### config.mk
export PLATFORM = sky130hd
export DESIGN_NAME = uart_tx_arbiter
export DESIGN_NICKNAME = d
export VERILOG_FILES = /design/src/rtl/uart_tx_arbiter.sv
export SDC_FILE = /design/constraint.sdc
export NUM_CORES = 1
export LEC_CHECK = 0
export CORE_MARGIN = 4
export CORE_UTILIZATION = 40
export DETAILED_ROUTE_END_ITERATION = 8
export PLACE_DENSITY = 0.71
export SLEW_MARGIN = 20
export SYNTH_ARGS = -nofsm -noshare
export SYNTH_HDL_FRONTEND = slang
export SYNTH_SLANG_ARGS = --single-unit
### constraint.sdc
create_clock -name i_Clock -period 1.8 [get_ports i_Clock]
set_clock_uncertainty 0.1 [all_clocks]
set_input_delay 0.27 -clock i_Clock [delete_from_list [all_inputs] [get_ports i_Clock]]
set_output_delay 0.27 -clock i_Clock [all_outputs]
set_load 0.01 [all_outputs]
### src/rtl/uart_tx_arbiter.sv
// uart_tx_arbiter: shares one 8-N-1 UART transmitter between NUM_REQ byte-stream
// requesters. Whole messages are granted round-robin. Bytes are issued one at a
// time and each byte waits for the transmitter's done pulse. A watchdog abandons
// a message if done never arrives.
`timescale 1ns/1ps
module uart_tx_arbiter #(
  parameter int NUM_REQ      = 4,
  parameter int TIMEOUT_CLKS = 1048576
) (
  input  logic                   i_Clock,
  input  logic                   i_Reset,
  input  logic [NUM_REQ-1:0]     i_Req_Valid,
  input  logic [8*NUM_REQ-1:0]   i_Req_Byte,
  input  logic [NUM_REQ-1:0]     i_Req_Last,
  output logic [NUM_REQ-1:0]     o_Req_Ready,
  output logic [NUM_REQ-1:0]     o_Grant,
  output logic                   o_Tx_DV,
  output logic [7:0]             o_Tx_Byte,
  input  logic                   i_Tx_Active,
  input  logic                   i_Tx_Done,
  output logic                   o_Busy,
  output logic                   o_Timeout
);

  localparam int IDX_W = (NUM_REQ > 1) ? $clog2(NUM_REQ) : 1;
  localparam int WD_W  = $clog2(TIMEOUT_CLKS + 1);

  typedef enum logic [1:0] {S_ARB, S_ISSUE, S_WAIT} state_t;

  state_t             r_State, w_State_Nxt;
  logic [IDX_W-1:0]   r_Ptr, w_Ptr_Nxt;
  logic [IDX_W-1:0]   r_Gidx, w_Gidx_Nxt;
  logic [NUM_REQ-1:0] w_Grant_Nxt;
  logic               w_Dv_Nxt;
  logic [7:0]         w_Byte_Nxt;
  logic               r_Last, w_Last_Nxt;
  logic [WD_W-1:0]    r_Wdog, w_Wdog_Nxt;
  logic               w_Timeout_Nxt;
  logic               w_Hit;
  logic [IDX_W-1:0]   w_Hit_Idx;
  logic               w_Take;

  // Requester index (base + ofs) modulo NUM_REQ, valid for any NUM_REQ.
  function automatic logic [IDX_W-1:0] wrap_add(input logic [IDX_W-1:0] base,
                                                 input int ofs);
    int s;
    s = int'(base) + ofs;
    if (s >= NUM_REQ) s = s - NUM_REQ;
    return IDX_W'(s);
  endfunction

  // Ready only for the owner, only while issuing, and never into a busy transmitter.
  assign o_Req_Ready = (r_State == S_ISSUE && !i_Tx_Active) ? o_Grant : '0;
  assign o_Busy      = (r_State != S_ARB);
  assign w_Take      = |(i_Req_Valid & o_Req_Ready);

  // Round-robin search: scanning offsets high to low leaves the closest hit to r_Ptr.
  always_comb begin
    w_Hit     = 1'b0;
    w_Hit_Idx = '0;
    for (int i = NUM_REQ - 1; i >= 0; i--) begin
      if (i_Req_Valid[wrap_add(r_Ptr, i)]) begin
        w_Hit     = 1'b1;
        w_Hit_Idx = wrap_add(r_Ptr, i);
      end
    end
  end

  // Next-state and registered-output logic of the grant/issue/wait machine.
  always_comb begin
    w_State_Nxt   = r_State;
    w_Ptr_Nxt     = r_Ptr;
    w_Gidx_Nxt    = r_Gidx;
    w_Grant_Nxt   = o_Grant;
    w_Dv_Nxt      = 1'b0;
    w_Byte_Nxt    = o_Tx_Byte;
    w_Last_Nxt    = r_Last;
    w_Wdog_Nxt    = r_Wdog;
    w_Timeout_Nxt = 1'b0;
    case (r_State)
      S_ARB: begin
        if (w_Hit) begin
          w_Gidx_Nxt             = w_Hit_Idx;
          w_Grant_Nxt            = '0;
          w_Grant_Nxt[w_Hit_Idx] = 1'b1;
          w_State_Nxt            = S_ISSUE;
        end
      end
      S_ISSUE: begin
        // A stalled owner keeps the grant; nobody else may interleave bytes.
        if (w_Take) begin
          w_Byte_Nxt  = i_Req_Byte[8*r_Gidx +: 8];
          w_Last_Nxt  = i_Req_Last[r_Gidx];
          w_Dv_Nxt    = 1'b1;
          w_Wdog_Nxt  = '0;
          w_State_Nxt = S_WAIT;
        end
      end
      S_WAIT: begin
        // Done is ignored during the start pulse; done beats a same-cycle timeout.
        if (i_Tx_Done && !o_Tx_DV) begin
          if (r_Last) begin
            w_Grant_Nxt = '0;
            w_Ptr_Nxt   = wrap_add(r_Gidx, 1);
            w_State_Nxt = S_ARB;
          end else begin
            w_State_Nxt = S_ISSUE;
          end
        end else if (r_Wdog == WD_W'(TIMEOUT_CLKS - 1)) begin
          w_Timeout_Nxt = 1'b1;
          w_Grant_Nxt   = '0;
          w_Ptr_Nxt     = wrap_add(r_Gidx, 1);
          w_State_Nxt   = S_ARB;
        end else begin
          w_Wdog_Nxt = r_Wdog + WD_W'(1);
        end
      end
      default: w_State_Nxt = S_ARB;
    endcase
  end

  // State and output registers; reset drops any message in progress.
  always_ff @(posedge i_Clock) begin
    if (i_Reset) begin
      r_State   <= S_ARB;
      r_Ptr     <= '0;
      r_Gidx    <= '0;
      o_Grant   <= '0;
      o_Tx_DV   <= 1'b0;
      o_Tx_Byte <= '0;
      r_Last    <= 1'b0;
      r_Wdog    <= '0;
      o_Timeout <= 1'b0;
    end else begin
      r_State   <= w_State_Nxt;
      r_Ptr     <= w_Ptr_Nxt;
      r_Gidx    <= w_Gidx_Nxt;
      o_Grant   <= w_Grant_Nxt;
      o_Tx_DV   <= w_Dv_Nxt;
      o_Tx_Byte <= w_Byte_Nxt;
      r_Last    <= w_Last_Nxt;
      r_Wdog    <= w_Wdog_Nxt;
      o_Timeout <= w_Timeout_Nxt;
    end
  end

endmodule

Word level (Yosys, flattened, before mapping)
Cells that the tools add are included.
{ "classes": {"mux": 46, "bitwise": 3, "reduce_logical": 19, "n_eq_ne": 10, "shift": 1, "order_cmp": 12, "add_sub_neg": 10} }
{ "ops": {"columns": ["operator", "count"], "rows": [
  ["$mux 21", 3],
  ["$pmux 21 s2", 1],
  ["$mux 2", 16],
  ["$shiftx 32x6->8", 1],
  ["$add 21x1->21 const B", 1],
  ["$eq 21x20->1 const B", 1],
  ["$mux 4", 5],
  ["$lt 2x3->1 const B", 6],
  ["$mux 1", 13],
  ["$ge 3x3->1 const B", 4],
  ["$bmux 1 s2", 5],
  ["$ne 2x2->1 const B", 5],
  ["$sub 2x1->2 const B", 5],
  ["$pmux 4 s2", 1],
  ["$reduce_and 4->1", 2],
  ["$reduce_bool 2->1", 4],
  ["$add 2x1->3 const B", 2],
  ["$add 2x2->3 const B", 2],
  ["$ne 3x3->1 const B", 2],
  ["$pmux 2 s3", 1],
  ["$reduce_and 3->1", 2],
  ["$and 4x4->4", 1],
  ["$reduce_and 2->1", 2],
  ["$reduce_or 4->1", 1],
  ["other kinds (11)", 15]
]} }
{ "totals": {"regBits": 42, "output_inout_bits": 19, "in_bits": 44, "elab_cells": 110} }

Longest topological paths before layout
{ "logic_depth": {"ltp_word": 15, "mapped_depth": 7} }

Worst setup path before layout
Ideal clock, no wire load.
{ "synth_timing": {"path_type": "register -> register", "start": "register r_Wdog[0]", "end": "register r_Wdog[10]", "arrival_ns": 1.626, "path_buffers": 0, "setup_ns": 0.065, "synth_period_minus_slack_ns": 1.791, "path_stages_with_launch": 7, "path_slack_ns": 0.009, "path_cell_list": "dfxtp_1 -> ha_1 -> and3_1 -> nand3_1 -> a2111oi_0 -> mux2_2 -> nor2_1"} }
{ "synth_between": {"elab_chain_len": 4, "word_cells_on_any_way": 7, "classes_between": "add/sub (1); eq/ne (2); mux (3); reduce/logical (1)"} }
{ "synth_rtl": {"columns": ["element", "line_no", "text"], "rows": [
  ["start, declared", "37", "logic [WD_W-1:0] r_Wdog, w_Wdog_Nxt;"],
  ["start signal, assigned", "142", "r_Wdog <= w_Wdog_Nxt;"],
  ["$add 21x1->21", "115", "w_Wdog_Nxt = r_Wdog + WD_W'(1);"],
  ["$mux 21", "109", "end else if (r_Wdog == WD_W'(TIMEOUT_CLKS - 1)) begin"],
  ["$mux 21", "101", "if (i_Tx_Done && !o_Tx_DV) begin"],
  ["$pmux 21 s2", "80", "case (r_State)"]
]} }
Several ways; a longest one is shown, not always the timed one. The select of a mux whose other input is x is not followed.
A chain may end at the register's enable or synchronous reset.

Worst setup path in the final report
{ "layout_timing": {"start": "input i_Tx_Done", "end": "register r_Wdog[11]"} }
{ "layout_between": {"elab_chain_len": 3} }
{ "layout_rtl": {"columns": ["element", "line_no", "text"], "rows": [
  ["start, declared", "20", "input logic i_Tx_Done,"],
  ["$logic_and 1x1->1", "101", null],
  ["$ne 2x2->1 (no line)", null, null],
  ["$reduce_and 4->1 (no line)", null, null]
]} }
No other way between the ends.

==> impl_metrics.json <==
{
  "overflow": 0,
  "grt_pass1_wl_mm": 10.1,
  "synthFlopType": "dfxtp_1",
  "cts_tree": "done",
  "synth_compound_area_share_pct": 15.2,
  "fp-row-count": 27,
  "fin_crit_ns": 1.86,
  "synth_fa_ha_area_share_pct": 0.538,
  "antenna_found_initial": 0,
  "slew_viol_final": 0,
  "coreArea_sq_um": 5570,
  "syn_nets": 292,
  "ys_ff_latch": 42,
  "setup_viol": 1,
  "synth_top_family_by_area": "simple AND/OR/NAND/NOR gates",
  "clk_latency_ns": 0.30,
  "synth-async-reset-ratio_pct": 0,
  "crit_family": "simple AND/OR/NAND/NOR gates",
  "worst_setup_path_end_kind": "flip-flop",
  "critical_path_class": "in2reg",
  "gp_congestion": 0.821,
  "cpPeakStageDelay_ns": 0.44,
  "fin_area_sq_um": 3630,
  "slowest_stage": "clkdlybuf4s50_1",
  "min_path_type": "reg2reg",
  "start_kind": "primary input",
  "die-area_sq_um": 7100,
  "total_power_mw": 1.92,
  "yosysTopAreaCell": "dfxtp_1",
  "period_share_pct": 103,
  "grt_max_degree": 26,
  "yosysUniqueCellTypes": 57,
  "ctsHoldBuffers": 0,
  "cts-buffers-inserted": 5,
  "cts_root_buf": "clkbuf_8",
  "cts.path.max_buffers": 2,
  "syn_avg_cell_area_sq_um": 9.42,
  "power_density_nw_per_um2": 529,
  "drt-initial-drc-count": 89,
  "synth_edf_count": 0,
  "synth-simple-area-share_pct": 27.8,
  "clock.fmax_ghz": 0.538,
  "cts.sinks": 42,
  "hold_viol_final": 0,
  "postRouteAntennaNets": 0,
  "fin_nets": 400,
  "io_pins": 63,
  "ctsHtreeMaxLevel": 2,
  "start_util_pct": 41.8,
  "synthDominantCellAreaShare_pct": 36.1,
  "crit_fanout": 8,
  "die_w_um": 84.3,
  "wl_per_cell_um": 14.9,
  "synthXorXnorAreaFrac_pct": 1.88,
  "critical_path_arrival_ns": 1.97,
  "hpwl_mm": 4.70,
  "area_growth_pct": 56.0,
  "synthMuxAreaShare_pct": 15.6,
  "status": "complete, but fails checks",
  "port_buffers": 62,
  "via_count": 2354,
  "vias_per_cell": 5.50,
  "ys_top_cells_by_count": "dfxtp_1, nor2_1",
  "grt_use_total_pct": 17.1,
  "num_antenna_cells": 0,
  "syn_area_sq_um": 2330,
  "ys_warn_count": 0,
  "n_fill_cell": 453,
  "place_area_sq_um": 3340,
  "fp.dieH_um": 84.3,
  "required_ns": 1.91,
  "grt_pass1_vias": 2294,
  "worst_slack_ns": -0.0583,
  "yosysMostFrequentCell": "dfxtp_1",
  "synth_area_leaders": "dfxtp_1, mux4_2, mux2i_1, nor2_1, a21oi_1",
  "crit_buf_inv": 1,
  "drive_above_1_share_pct": 32.3,
  "wl_mm": 6.39,
  "max_cap_violations": 0,
  "netlist_instances": 247,
  "path_clk_slew_ns": 0.08,
  "crit_chain": "clkdlybuf4s50_1 -> nor2b_1 -> nor2_1 -> o21ai_4 -> or3_1 -> a31oi_1",
  "violations": "negative setup slack",
  "drc": 0,
  "ir_worst_vdd_v": 0.000371,
  "slew_headroom_pct": 70.4,
  "worstMarginPinSlew_ns": 0.444,
  "p_leak_nw": 1.46,
  "drtPass1Iterations": 4,
  "synth-seq-area-share_pct": 36.1
}
[final cells by class]
class	count	area, sq um	area share (%)
Tap cell	72	90.1	2.48
Clock inverter	2	12.5	0.345
Inverter	5	18.8	0.517
Multi-Input combinational cell	191	1540	42.5
Sequential cell	42	881	24.3
Timing Repair Buffer	110	1000	27.6
Clock buffer	6	82.6	2.27
[metrics by stage]
step                TNS [ns]  cells  utilization, %  hold WS [ns]  setup slack [ns]
finish               -0.0583    428            65.1         0.393           -0.0583
global placement       -4.74    416            59.9         0.373            -0.221
CTS                        0    424            62.0         0.399           0.00671
floorplan                  0    247               -         0.358           0.00932
global route          -0.399    428            65.1         0.416            -0.151
detailed placement     -7.04    416            59.9         0.388            -0.312
[cells by family after synthesis]
logic type	after synthesis
and+or+nand+nor	109
buffers and inverters	14
muxes	25
DFF	42
AOI/OAI and AO/OA	51
adders and majority gates	1
xor gates and xnor gates	5
[power breakdown]
| part | switching (mW) | internal (mW) |
|---|---|---|
| Combinational | 0.115 | 0.200 |
| Sequential | 0.0158 | 0.935 |
| Clock | 0.346 | 0.309 |
[layer usage]
layer  track usage, %  part of all wire (%)  vias up
met5                0                     0        -
met4             5.26                   1.8        0
met3             6.18                   6.8       13
met2             29.5                    49       63
met1             19.8                    42     1129
li1                 -                     -     1149
[cell usage in the layout, fill, tap and decap left out, types with 5 or more instances in the layout]
cell | Yosys | routed
clkdlybuf4s50_1 | 0 | 57
buf_4 | 1 | 43
nor2_1 | 26 | 25
dfxtp_1 | 42 | 22
nand2_1 | 15 | 15
mux2i_1 | 15 | 15
a21oi_1 | 15 | 14
dfxtp_2 | 0 | 14
nand3_1 | 15 | 13
mux4_2 | 9 | 9
or3_1 | 6 | 6
clkbuf_8 | 0 | 6
dfxtp_4 | 0 | 6
nand2b_1 | 5 | 5
inv_1 | 5 | 5
dlygate4sd2_1 | 0 | 5
[worst reg2reg max path, cell delays in order (launching register included)]
cell and delay, ns:
dfxtp_2 0.34, nand2b_1 0.22, nor2_1 0.32, o21ai_4 0.17, or3_1 0.40, a31oi_1 0.20
[flip-flops by register name, indices dropped and copies added (netlist names)]
register and cells:
r_Last 1, r_Gidx 2, o_Grant 4, r_Ptr 2, o_Tx_DV 1, o_Tx_Byte 8
o_Timeout 1, r_State 2, r_Wdog 21
[final timing paths]
check | start | to | slack, ns | cells after the start
worst max-delay path | i_Tx_Done | r_Wdog[11]$_SDFFE_PP0P_ | -0.06 | 6
worst min-delay path | r_Wdog[19]$_SDFFE_PP0P_ | r_Wdog[19]$_SDFFE_PP0P_ | 0.39 | 2
worst max register to register | r_State[0]$_SDFFE_PP0P_ | r_Wdog[11]$_SDFFE_PP0P_ | -0.03 | 5
worst min register to register | r_Wdog[19]$_SDFFE_PP0P_ | r_Wdog[19]$_SDFFE_PP0P_ | 0.39 | 2
[timing repair]
| item | 4_1_cts | 5_1_grt |
|---|---|---|
| gates resized for setup | 13 | 44 |
| setup endpoints to repair | 15 | 36 |
| pin swaps | 2 | 6 |
| setup buffers | 0 | 5 |
No activity file was read; power rests on OpenSTA's default activity.
